[src/rtl/uart_tx_arbiter.sv]
// Round-robin, packet-granular arbiter that shares one UART transmitter
// between NUM_REQ byte-stream requesters. The owner keeps the transmitter
// until its byte marked last has been fully framed out.
// Optional watchdog: define UART_ARB_WDOG_EN to abort packets whose bytes
// stall for WDOG_CYCLES cycles (sticky wdog_err).
module uart_tx_arbiter #(
  parameter int unsigned NUM_REQ     = 4,
  parameter int unsigned WDOG_CYCLES = 200000
) (
  input  logic                 mclk,
  input  logic                 reset,
  input  logic [NUM_REQ-1:0]   req,
  input  logic [8*NUM_REQ-1:0] req_data,
  input  logic [NUM_REQ-1:0]   req_last,
  output logic [NUM_REQ-1:0]   req_ack,
  output logic [NUM_REQ-1:0]   grant,
  output logic [7:0]           tdata,
  output logic                 send,
  input  logic                 trdy,
  output logic                 busy,
  output logic                 pkt_done,
  output logic                 wdog_err
);

  localparam int unsigned IdxW = (NUM_REQ > 1) ? $clog2(NUM_REQ) : 1;

  typedef enum logic [2:0] {
    StIdle,
    StLoad,
    StWaitLow,
    StWaitHigh,
    StNext
  } state_e;

  state_e            state_q;
  logic [IdxW-1:0]   rr_ptr_q;
  logic [IdxW-1:0]   gidx_q;
  logic              last_flag_q;

  logic              pick_valid;
  logic [IdxW-1:0]   pick_idx;
  logic [IdxW-1:0]   cand;
  logic              g_req;
  logic              g_last;
  logic [7:0]        g_data;

  // Round-robin pick: first requester set searching upward from rr_ptr+1.
  always_comb begin
    pick_valid = 1'b0;
    pick_idx   = '0;
    cand       = '0;
    for (int k = 1; k <= int'(NUM_REQ); k++) begin
      cand = IdxW'((32'(rr_ptr_q) + 32'(k)) % NUM_REQ);
      if (!pick_valid && req[cand]) begin
        pick_valid = 1'b1;
        pick_idx   = cand;
      end
    end
  end

  // Select the current owner's request, last flag and byte.
  always_comb begin
    g_req  = 1'b0;
    g_last = 1'b0;
    g_data = '0;
    for (int i = 0; i < int'(NUM_REQ); i++) begin
      if (gidx_q == IdxW'(i)) begin
        g_req  = req[i];
        g_last = req_last[i];
        g_data = req_data[8*i +: 8];
      end
    end
  end

`ifdef UART_ARB_WDOG_EN
  logic [31:0] wdog_cnt_q;
  logic        wdog_err_q;
  logic        advance;

  // Any progress in a counting state restarts the watchdog.
  always_comb begin
    advance = 1'b0;
    unique case (state_q)
      StLoad:     advance = g_req && trdy;
      StWaitLow:  advance = !trdy;
      StWaitHigh: advance = trdy;
      default:    advance = 1'b0;
    endcase
  end

  assign wdog_err = wdog_err_q;
`else
  assign wdog_err = 1'b0;
`endif

  // Arbiter FSM with registered outputs; strobes default low each cycle.
  always_ff @(posedge mclk) begin
    if (!reset) begin
      state_q     <= StIdle;
      rr_ptr_q    <= IdxW'(NUM_REQ - 1);
      gidx_q      <= '0;
      last_flag_q <= 1'b0;
      grant       <= '0;
      req_ack     <= '0;
      send        <= 1'b0;
      pkt_done    <= 1'b0;
      busy        <= 1'b0;
      tdata       <= 8'h00;
`ifdef UART_ARB_WDOG_EN
      wdog_cnt_q  <= '0;
      wdog_err_q  <= 1'b0;
`endif
    end else begin
      send     <= 1'b0;
      req_ack  <= '0;
      pkt_done <= 1'b0;
      unique case (state_q)
        StIdle: begin
          if (pick_valid) begin
            gidx_q  <= pick_idx;
            grant   <= NUM_REQ'(1) << pick_idx;
            busy    <= 1'b1;
            state_q <= StLoad;
          end
        end
        StLoad: begin
          if (g_req && trdy) begin
            tdata           <= g_data;
            send            <= 1'b1;
            req_ack[gidx_q] <= 1'b1;
            last_flag_q     <= g_last;
            state_q         <= StWaitLow;
          end
        end
        StWaitLow: begin
          if (!trdy) state_q <= StWaitHigh;
        end
        StWaitHigh: begin
          if (trdy) state_q <= StNext;
        end
        StNext: begin
          if (last_flag_q) begin
            pkt_done <= 1'b1;
            rr_ptr_q <= gidx_q;
            grant    <= '0;
            busy     <= 1'b0;
            state_q  <= StIdle;
          end else begin
            state_q <= StLoad;
          end
        end
        default: begin
          grant   <= '0;
          busy    <= 1'b0;
          state_q <= StIdle;
        end
      endcase
`ifdef UART_ARB_WDOG_EN
      // Later assignments override the FSM on abort; advance is 0 then.
      if (state_q == StLoad || state_q == StWaitLow || state_q == StWaitHigh) begin
        if (advance) begin
          wdog_cnt_q <= '0;
        end else if (wdog_cnt_q == WDOG_CYCLES - 1) begin
          wdog_cnt_q <= '0;
          wdog_err_q <= 1'b1;
          grant      <= '0;
          busy       <= 1'b0;
          rr_ptr_q   <= gidx_q;
          state_q    <= StIdle;
        end else begin
          wdog_cnt_q <= wdog_cnt_q + 32'd1;
        end
      end else begin
        wdog_cnt_q <= '0;
      end
`endif
    end
  end

endmodule

[config.mk]
export PLATFORM = sky130hd
export DESIGN_NAME = uart_tx_arbiter
export DESIGN_NICKNAME = d
export VERILOG_FILES = /design/src/rtl/uart_tx_arbiter.sv
export SDC_FILE = /design/constraint.sdc
export NUM_CORES = 1
export LEC_CHECK = 0
export CAP_MARGIN = 20
export CORE_ASPECT_RATIO = 0.8
export CORE_MARGIN = 2
export CORE_UTILIZATION = 35
export DETAILED_ROUTE_END_ITERATION = 6
export GPL_TIMING_DRIVEN = 0
export PLACE_DENSITY = 0.68
export RECOVER_POWER = 25
export SETUP_SLACK_MARGIN = 0.4
export SLEW_MARGIN = 20
export SYNTH_ARGS = -nofsm -noshare
export SYNTH_HDL_FRONTEND = slang
export SYNTH_SLANG_ARGS = --single-unit
[constraint.sdc]
create_clock -name mclk -period 3.8 [get_ports mclk]
set_input_delay 0.38 -clock mclk [delete_from_list [all_inputs] [get_ports mclk]]
set_output_delay 0.38 -clock mclk [all_outputs]
set_load 0.01 [all_outputs]
==> metrics.txt <==
htree depth 1; Setup crit end kind register; core box area 3750 um2; CTS tree built; Min-Delay Path Class reg -> reg; num ports 63; Detailed Place HPWL 2660 um; nets@finish 226; required time of the critical path 3.97 ns; port bufs 61; hold-critical path endpoint tdata[1]; Final period util 51.6%; # clock sinks 27; WHS 0.493 ns; number of DRC markers in iteration 0 45; reg2reg path depth 5; synth unique cells 39; Post-Syn Nets 160; Syn. warnings 0; met2 WL post-DR 1700 um; Hold Startpoint tdata[1]; CTS Root Cell clkbuf_8; final WL 3480 um; Hold-fix buffers, CTS 0; vias in the first global route 1197; initial antenna violation count 0; Die H 59.7 um; Worst-Skew Late Latency 0.28 ns; die area 4390 um2; RSZ-0062 raised after global routing no; DR top layer met4; worst reg-to-reg setup slack 2.14 ns; worst-case vdd ir drop 0.244 mV; first-pass GRT wire length 5580 um; met3 WL 255 um; instance count of the mapped netlist 117; clock slew at reported path FFs 0.10 ns; Reg-to-Reg End tdata[5]; row count 20; hold depth 1; endpoints failing hold 0; cts repair resizes 0; share of cells above drive strength 1 14.8%; TritonCTS buffer count 3; register area share after synthesis 39.9%; CP Data Arrival Time 2.13 ns; crit path kind in -> reg; FILL cells 340; Setup Buffers After CTS 0; worst r2r src gidx_q[1]; M1 WL 1510 um; Post-Syn Area per Cell 11.6 um2; ANT nets after route 0; clk buf depth 2; fin util 55.2%; status completed; Setup TNS 0 ns; peak fanout along the critical path 7; final count of pins violating max slew 0; antenna cells 0; DRC Markers 0; worst-margin pin slew 0.559 ns; Area Growth Syn to Fin 52.7%; startpoint types input port; area of the mapped netlist 1360 um2; RD Place Congestion 0.812; fmax 510 MHz; max_cap viols 0; Die X 73.6 um; relative slew slack 62.4%; via count of the routed design 1203; Via density 5.32; largest net degree at the start of global routing 17; routed len/inst 15.4 um; setup violators final 0; Setup Skew 0.00729 ns; drt pass-1 iters 4; Final min period 1.96 ns; pwr dens 335 nW/um2; GRT Total Usage 16.5%; Yosys reg bits 27; Initial Utilization 36.1%; Static Leak 0.781 nW; global route overflow 0
[report_power, final]
| part | switching (mW) | internal [mW] |
|---|---|---|
| Sequential | 0.0110 | 0.302 |
| Combinational | 0.0852 | 0.129 |
| Clock | 0.0914 | 0.0745 |
[final cells by class]
| class | count | area (um2) | area share (%) |
|---|---|---|---|
| plain buffers | 11 | 73.8 | 3.56 |
| clock inverters | 1 | 7.51 | 0.363 |
| well taps | 44 | 55.1 | 2.66 |
| repair buffers | 61 | 611 | 29.5 |
| flip-flops and latches | 27 | 541 | 26.1 |
| clock buffers | 3 | 41.3 | 1.99 |
| inverters | 1 | 3.75 | 0.181 |
| multi-input cells | 78 | 738 | 35.6 |
[cells in the final DEF, fill, tap and decap left out, types with 5 or more instances in the layout]
cell and instances:
a22o_1 9, dfxtp_1 27, nand2b_1 5, a21oi_1 5, clkdlybuf4s50_1 51, dlygate4sd3_1 10
mux4_2 9
[per-layer routing]
metal	global-route usage (%)	vias to the layer above
li1	-	577
met1	19.8	569
met2	29.7	55
met3	5.06	2
met4	2.08	0
met5	0	-
[flip-flops by register name (all words and copies together) (netlist names)]
name         cells
gidx_q           2
grant            4
busy             1
last_flag_q      1
rr_ptr_q         2
req_ack          4
send             1
tdata            8
state_q          3
pkt_done         1
[synthesized netlist by cell type]
| master | n | area [um2] |
|---|---|---|
| nor4_2 | 1 | 12.5 |
| o31ai_1 | 1 | 7.51 |
| nor4b_4 | 1 | 23.8 |
| nor2b_1 | 4 | 25.0 |
| o41a_1 | 1 | 11.3 |
| nand2_2 | 1 | 6.26 |
| nor2_2 | 1 | 6.26 |
| a211o_1 | 1 | 8.76 |
| nand2_1 | 4 | 15.0 |
| o21ai_0 | 4 | 20.0 |
| nor3b_1 | 3 | 22.5 |
| mux2i_1 | 3 | 30.0 |
| a32o_1 | 4 | 40.0 |
| dfxtp_1 | 27 | 541 |
| nand3_1 | 1 | 5.00 |
| nor4_1 | 1 | 6.26 |
| and3_1 | 2 | 12.5 |
| clkbuf_1 | 4 | 15.0 |
| inv_1 | 1 | 3.75 |
| nor2b_2 | 1 | 8.76 |
| and3b_1 | 2 | 17.5 |
| buf_6 | 3 | 33.8 |
| and4_1 | 1 | 8.76 |
| nor3_1 | 2 | 10.0 |
| mux4_1 | 1 | 26.3 |
| a21oi_1 | 5 | 25.0 |
| a211oi_1 | 1 | 7.51 |
| a22oi_1 | 1 | 7.51 |
| nor4bb_4 | 1 | 25.0 |
| nor2_1 | 3 | 11.3 |
| nand2b_1 | 5 | 31.3 |
| a311oi_1 | 1 | 8.76 |
| and2_1 | 1 | 6.26 |
| buf_4 | 2 | 15.0 |
| buf_2 | 2 | 10.0 |
| conb_1 | 1 | 3.75 |
| mux4_2 | 9 | 203 |
| a22o_1 | 9 | 78.8 |
| or2_2 | 1 | 6.26 |
[metrics by stage]
step	cell area (um2)	worst slack [ns]	std cells	power [mW]
after floorplan	1360	2.24	117	0.443
after global placement	2020	1.59	222	0.534
after detailed placement	2020	1.60	222	0.537
after CTS	2070	1.86	226	0.704
after global routing	2070	1.73	226	0.734
final	2070	1.84	226	0.694
[kinds of logic after synthesis]
group | share of synthesized area [%]
AOI/OAI and AO/OA | 15.9
DFF | 39.9
muxes | 19.1
buffers and inverters | 5.72
other | 0.276
and+or+nand+nor | 19.2
[critical path, cell delays in order]
cell and delay, ns:
clkdlybuf4s50_1 0.51, or2_2 0.33, a311oi_1 0.45, and3b_1 0.25
a32o_1 0.21
[how the worst max path moves through the flow]
stage	startpoint	to	slack, ns	cells past startpoint
after floorplan	gidx_q[1]	last_flag_q	2.24	5
after global placement	req[1]	grant[0]	1.59	5
after detailed placement	req[1]	grant[1]	1.60	5
after CTS	req[1]	grant[1]	1.86	5
after global routing	req[1]	grant[1]	1.73	5
final	req[1]	grant[1]	1.84	5
Power figures use the tool's default switching activity.
